==> src/rtl/led_stream_sink_pkg.sv <==
// led_stream_sink_pkg: shared LED word field positions and handshake state encoding
package led_stream_sink_pkg;
  localparam int LED_COUNT  = 16;
  localparam int BRIGHT_LSB = 16;
  localparam int BRIGHT_MSB = 19;
  localparam int RSVD_LSB   = 20;
  typedef enum logic {ACCEPT, HOLD} state_t;
endpackage

==> src/rtl/led_stream_sink_if.sv <==
// led_stream_sink_if: strobe/acknowledge LED word stream between producer and sink
interface led_stream_sink_if;
  logic [31:0] input_leds;
  logic        input_leds_stb;
  logic        input_leds_ack;
  modport master (output input_leds, output input_leds_stb, input input_leds_ack);
  modport slave  (input input_leds, input input_leds_stb, output input_leds_ack);
endinterface

==> src/rtl/led_pwm.sv <==
// led_pwm: free-running PWM counter gating the latched pattern onto registered LED outputs
module led_pwm #(
  parameter int PWM_BITS  = 4,
  parameter int LED_COUNT = 16
) (
  input  logic                 clk,
  input  logic                 rst,
  input  logic [LED_COUNT-1:0] pattern,
  input  logic [PWM_BITS-1:0]  bright,
  output logic [LED_COUNT-1:0] leds
);
  logic [PWM_BITS-1:0] pwm_cnt;
  logic                on;
  // all-ones brightness bypasses the compare so it means full duty, not (2^N-1)/2^N
  assign on = (&bright) || (pwm_cnt < bright);
  always_ff @(posedge clk or negedge rst)
    if (!rst) begin
      pwm_cnt <= '0;
      leds    <= '0;
    end else begin
      pwm_cnt <= pwm_cnt + PWM_BITS'(1);
      leds    <= on ? pattern : '0;
    end
endmodule

==> src/rtl/led_stream_sink.sv <==
// led_stream_sink: accepts LED words over a strobe/ack stream and displays each for HOLD_CYCLES
module led_stream_sink
  import led_stream_sink_pkg::*;
#(
  parameter logic [31:0] HOLD_CYCLES = 32'd5000000,
  parameter int          PWM_BITS    = 4
) (
  input  logic                 clk,
  input  logic                 rst,
  led_stream_sink_if.slave     s,
  output logic [LED_COUNT-1:0] leds,
  output logic                 exception
);
  state_t                state;
  logic [31:0]           hold_cnt;
  logic [LED_COUNT-1:0]  pattern_reg;
  logic [PWM_BITS-1:0]   bright_reg;
  logic                  xfer;
  assign xfer = (state == ACCEPT) && s.input_leds_ack && s.input_leds_stb;
  always_ff @(posedge clk or negedge rst)
    if (!rst) begin
      state            <= ACCEPT;
      s.input_leds_ack <= 1'b0;
      hold_cnt         <= '0;
      pattern_reg      <= '0;
      bright_reg       <= '1;
      exception        <= 1'b0;
    end else if (state == HOLD) begin
      if (hold_cnt == 32'd0) begin
        state            <= ACCEPT;
        s.input_leds_ack <= 1'b1;
      end else
        hold_cnt <= hold_cnt - 32'd1;
    end else if (xfer) begin
      state            <= HOLD;
      s.input_leds_ack <= 1'b0;
      hold_cnt         <= HOLD_CYCLES - 32'd1;
      pattern_reg      <= s.input_leds[LED_COUNT-1:0];
      bright_reg       <= PWM_BITS'(s.input_leds[BRIGHT_MSB:BRIGHT_LSB]);
      exception        <= exception | (|s.input_leds[31:RSVD_LSB]);
    end else
      s.input_leds_ack <= 1'b1;
  led_pwm #(.PWM_BITS(PWM_BITS), .LED_COUNT(LED_COUNT)) u_pwm (
    .clk     (clk),
    .rst     (rst),
    .pattern (pattern_reg),
    .bright  (bright_reg),
    .leds    (leds)
  );
endmodule

==> src/flat_wrapper.sv <==
// flat-port wrapper written by rule: the top's interface ports become plain ports
module led_stream_sink_flat import led_stream_sink_pkg::*;
#(
  parameter logic [31:0] HOLD_CYCLES = 32'd5000000,
  parameter int          PWM_BITS    = 4
)
  (clk, rst, leds, exception, s_input_leds, s_input_leds_stb, s_input_leds_ack);
  led_stream_sink_if s_i ();
  input  logic clk;
  input  logic rst;
  output logic [LED_COUNT-1:0] leds;
  output logic exception;
  input wire logic [$bits(s_i.input_leds)-1:0] s_input_leds;
  input wire logic [$bits(s_i.input_leds_stb)-1:0] s_input_leds_stb;
  output wire logic [$bits(s_i.input_leds_ack)-1:0] s_input_leds_ack;
  assign s_i.input_leds = s_input_leds;
  assign s_i.input_leds_stb = s_input_leds_stb;
  assign s_input_leds_ack = s_i.input_leds_ack;
  led_stream_sink #(.HOLD_CYCLES(HOLD_CYCLES), .PWM_BITS(PWM_BITS)) u_core (.clk(clk), .rst(rst), .s(s_i), .leds(leds), .exception(exception));
endmodule
==> config.mk <==
export PLATFORM = sky130hd
export DESIGN_NAME = led_stream_sink_flat
export DESIGN_NICKNAME = d
export VERILOG_FILES = /design/src/rtl/led_stream_sink_pkg.sv /design/src/rtl/led_stream_sink_if.sv /design/src/rtl/led_pwm.sv /design/src/rtl/led_stream_sink.sv /design/src/flat_wrapper.sv
export SDC_FILE = /design/constraint.sdc
export NUM_CORES = 1
export LEC_CHECK = 0
export BUFFER_PORTS_ARGS = -buffer_cell sky130_fd_sc_hd__buf_2
export CORE_ASPECT_RATIO = 2
export CORE_MARGIN = 2
export CORE_UTILIZATION = 45
export DETAILED_ROUTE_END_ITERATION = 8
export GPL_TIMING_DRIVEN = 0
export PLACE_DENSITY = 0.72
export SLEW_MARGIN = 20
export SYNTH_ARGS = -nofsm -noshare
export SYNTH_HDL_FRONTEND = slang
export SYNTH_HIERARCHICAL = 1
export SYNTH_SLANG_ARGS = --single-unit
==> constraint.sdc <==
create_clock -name clk -period 2.67 [get_ports clk]
set_input_delay 0.1335 -clock clk [delete_from_list [all_inputs] [get_ports clk]]
set_output_delay 0.1335 -clock clk [all_outputs]
set_load 0.02 [all_outputs]
---- Yosys cells after proc, flatten, opt, wreduce, memory -nomap -nowiden ----
Cells that the tools add are included.
storage, ports and cells
  memory bits (writable) .................. 0
  input bits .............................. 35
  memory bits (read-only) ................. 0
  latch bits .............................. 0
  logic and storage cells ................. 34
  memories ................................ 0
  register bits ........................... 75
cells by class
  equal/unequal tests ..................... 2
  order comparisons ....................... 1
  bitwise logic cells ..................... 2
  reductions and logical operators ........ 9
  shifts and indexed selects .............. 0
  add/subtract/negate cells ............... 2
  mux-type cells .......................... 10
  div/mod/pow operators ................... 0
  multipliers ............................. 0
operator list
  cell                                                                   count
  32-bit 2-to-1 mux                                                      3
  32-bit logical NOT                                                     1
  32-bit by 1-bit subtractor with 32-bit output (second input constant)  1
  16-bit 2-to-1 mux                                                      1
  12-bit OR reduction                                                    1
  1-bit 2-to-1 mux                                                       6
  4-bit by 1-bit adder with 4-bit output (second input constant)         1
  4-bit < comparator                                                     1
  2-bit != test (second input constant)                                  2
  2-bit AND reduction                                                    2
  4-bit AND reduction                                                    1
  1-bit logical AND                                                      2
  2-bit nonzero test                                                     1
  1-bit logical OR                                                       1
  1-bit inverter                                                         1
  1-bit bitwise OR                                                       1

---- Logic depth before layout (Yosys ltp) ----
  depth in word-level cells ............... 5
  mapped depth ............................ 7
  depth with buffers taken out ............ 6

---- By module ----
The synthesis kept the hierarchy.
by module, submodules not included
  module           cells an instance  area each (sq um)  instances
  led_stream_sink  285                2650.0             1
  led_pwm          54                 807.0              1

---- Worst setup path after synthesis ----
OpenSTA, ideal clock, no wires.
  path kind ............................... register to register
  start point ............................. reg u_core.hold_cnt[14]
  end point ............................... reg u_core.hold_cnt[18]
  arrival time ............................ 1.791 ns
  data required time ...................... 2.531 ns
  stages on the path, launching flop included .. 6
  setup slack ............................. 0.739 ns
  path through ............................ dfrtp_1 nor4_4 nand4_2 o311ai_1 or4_1 nand3_1
between the ends
  cells in the longest elaborated chain, start to end .. 3
RTL lines
  item                                                                                        line                                          text
  start: declaration                                                                          led_stream_sink.sv:15                         logic [31:0] hold_cnt;
  start signal: assignment                                                                    led_stream_sink.sv:33                         hold_cnt <= hold_cnt - 32'd1;
  start signal: assignment                                                                    led_stream_sink.sv:37                         hold_cnt <= HOLD_CYCLES - 32'd1;
  32-bit by 1-bit subtractor with 32-bit output / 32-bit logical NOT (equally long branches)  led_stream_sink.sv:33, led_stream_sink.sv:29
  32-bit 2-to-1 mux / 2-bit != test (equally long branches)                                   --
  32-bit 2-to-1 mux / 2-bit AND reduction (equally long branches)                             --
Parallel ways exist; a longest one is shown, timed or not. The select of a mux whose other input is x is not followed.
A chain may end at the register's enable or synchronous reset.

---- Final worst setup path ----
Ends and elaborated chain as after synthesis.

==> results.md <==
* Sequential cell area at 1880 µm²
* CTS clock-pin slew for the worst setup and hold paths at 0.06 ns
* Worst path arrival time at 2.61 ns
* Synth top area share at 51.4%
* CP startpoint: u_core/hold_cnt[14]
* Drt drc at 0
* Synth top area cells: dfrtp_1 51%, nand2_1 8.6%, a21boi_2 3.3%
* Nets at 455
* # resized after CTS at 0
* Area taken by multi-input logic gates at 1470 µm²
* Setup TNS at 0 ns
* Yosys reg bits at 75
* Overflow after GRT at 0
* Worst hold slack at 0.00539 ns
* R2r endpoint: u_core/hold_cnt[18]
* GRT Overall Usage at 19.6%
* Worst Path Max Fanout at 8
* Top cells by count, synth: 79 x nand2_1, 71 x dfrtp_1, 17 x nor2_1, 12 x nand3_1
* Vias per std cell at 5.54
* Mapped Area at 3460 µm²
* Depth of the worst register-to-register path at 5
* First-pass GRT wire length at 12600 µm
* Yosys warns at 6
* # diodes at 0
* Register-to-register setup slack at 0.24 ns
* Site Rows at 45
* Initial antenna violation count at 0
* GP Congestion at 0.824
* Setup Skew at 0.00507 ns
* Dpl cells at 486
* Endpoints failing hold at 0
* Max clock buf depth at 2
* Outcome: complete, no violations
* Maxcap violations at 0
* Area grow syn2layout at 25.4%
* Total CTS buffers at 9
* DRT Wirelength at 7770 µm
* Crit. End Element: flip-flop
* Hold depth at 3
* DP HPWL at 5470 µm
* Antenna viol nets, final at 0
* Die X at 66.0 µm
* Die area at 8440 µm²
* Dpl ws at 0.319 ns
* Worst Setup Start Kind: flip-flop
* Final Setup Violations at 0
* Post-synthesis cell count at 339
* Post-route setup slack at 0.242 ns
* Die Span Y at 128 µm
* Post-synth top area cell: dfrtp_1
* DRT iter0 DRCs at 181
* Fill count at 656
* Peak supply drop at 0.000393 V
* Cell with the most instances after synthesis: nand2_1
* Final worst path period share at 90.9%
* CTS HTree Levels at 3
* Hold_sp: s_input_leds[9]
* RSZ-0062 raised after global routing: no
* Clk sinks at 75
* Core area at 7540 µm²
* PD cells at 599 nW/µm²
* DR pass1 iterations at 4
* Clock insertion delay at the later pin of the skew report at 0.33 ns
* Slew @ Worst Pin at 0.989 ns
* Root buf cell: clkbuf_16
* Hold Path Sink: u_core/pattern_reg[9]
* Slew Limit Fails at 0
* Post-synthesis sequential area ratio at 54.4%
* I/O pin count at 53
* Wire per inst at 15.1 µm
* Leakage power at 1.93 nW
* Initial Utilization at 45.8%
* Largest net degree at the start of global routing at 55
* Layout cells sized above 1 at 23.6%
* Ys async rst share at 100%
* Non-Filler Instances at 513
* Mapped Nets at 379
* Achievable Freq at 412 MHz
* Syn avg cell area at 10.2 µm²
* Main synth FF type: dfrtp_1
* Hold/Removal Path Class: primary input to flip-flop
* CTS tree: done
* Post-synth EDFFs at 0
* Final min period at 2.43 ns
* Worst reg2reg path startpoint: u_core/hold_cnt[14]
* Vias in the first global route at 2911
* Netlist cell types at 46
* CP Class: flip-flop to flip-flop
* Flip-flop count of the largest register after layout at 32
* PortBufs at 52
* Slew Limit Headroom at 33.0%
* Vias post-DR at 2841
* Required time of the critical path at 2.85 ns
## logic make-up after synthesis
kind of cell / Yosys count / synth area share (%)
AOI/OAI and AO/OA: 55 / 11.8
xor gates and xnor gates: 4 / 1.01
adders and majority gates: 5 / 1.81
buffers and inverters: 23 / 3.08
DFF: 75 / 54.4
muxes: 11 / 3.19
and+or+nand+nor: 166 / 24.6
## worst max path at each step
| stage | endpoint | slack [ns] | cells after the start |
|---|---|---|---|
| floorplan | u_core/hold_cnt[18] | 0.74 | 5 |
| global placement | u_core/hold_cnt[18] | 0.31 | 5 |
| detailed placement | u_core/hold_cnt[18] | 0.32 | 5 |
| CTS | u_core/hold_cnt[18] | 0.30 | 5 |
| global route | u_core/hold_cnt[18] | 0.19 | 5 |
| finish | u_core/hold_cnt[18] | 0.24 | 5 |
## layout by cell type, fill, tap and decap left out, drive strengths merged, types with 2 or more instances in the layout
master       instances
inv                  8
buf                 60
and3                 4
nor3b                2
nor4                11
a21oi                8
a31oi                3
bufinv               3
dlygate4sd3         12
and4                 4
nand2               79
or4                  7
o211ai               4
ha                   5
nand3b               2
nand4b               2
nor2                17
nand4               10
a21boi              16
nand3               12
clkbuf              19
or3                  5
o21ai               13
nor3                 9
o31ai                5
mux2i               11
xor2                 3
dfstp                4
o311ai               2
dfrtp               71
## metal layers
metal,track usage [%],vias to the layer above,share of wire (%)
li1,-,1355,-
met1,18.2,1390,36
met2,35.7,72,57
met3,3.60,24,3.6
met4,15.0,0,3.9
met5,0,-,0
## where the power goes
group | total (mW) | leakage [nW] | internal (mW) | switching (mW)
Sequential | 1.14 | 0.921 | 1.14 | 0
Clock | 1.39 | 0.168 | 0.958 | 0.437
Combinational | 0.0660 | 0.845 | 0.0341 | 0.0319
Total | 2.60 | 1.93 | 2.13 | 0.469
## per-stage QoR
step	total power [mW]	area [µm²]	utilization (%)
finish	2.60	4340	57.5
global route	2.68	4340	57.5
CTS	2.63	4340	57.5
detailed placement	1.21	3860	51.2
global placement	1.20	3830	50.8
floorplan	1.16	3460	-
## timing repair
action,CTS,global route
endpoints found under the setup margin,0,0
hold endpoints to repair,32,0
hold buffers,12,0
setup buffers,0,0
## worst max-delay path: stages (launching register included)
cell and delay, ns:
dfrtp_1 0.43, nor4_4 0.39, nand4_2 0.25, o311ai_1 0.91, or4_1 0.22, nand3_1 0.07
## cell type report
cell class / count / share of cell area [%]
plain buffers: 15 / 1.76
clock buffers: 11 / 5.83
clock inverters: 4 / 2.25
inverters: 8 / 0.693
multi-input cells: 241 / 33.9
flip-flops and latches: 75 / 43.4
well taps: 94 / 2.71
repair buffers: 65 / 9.47
No activity file was read; power rests on OpenSTA's default activity.
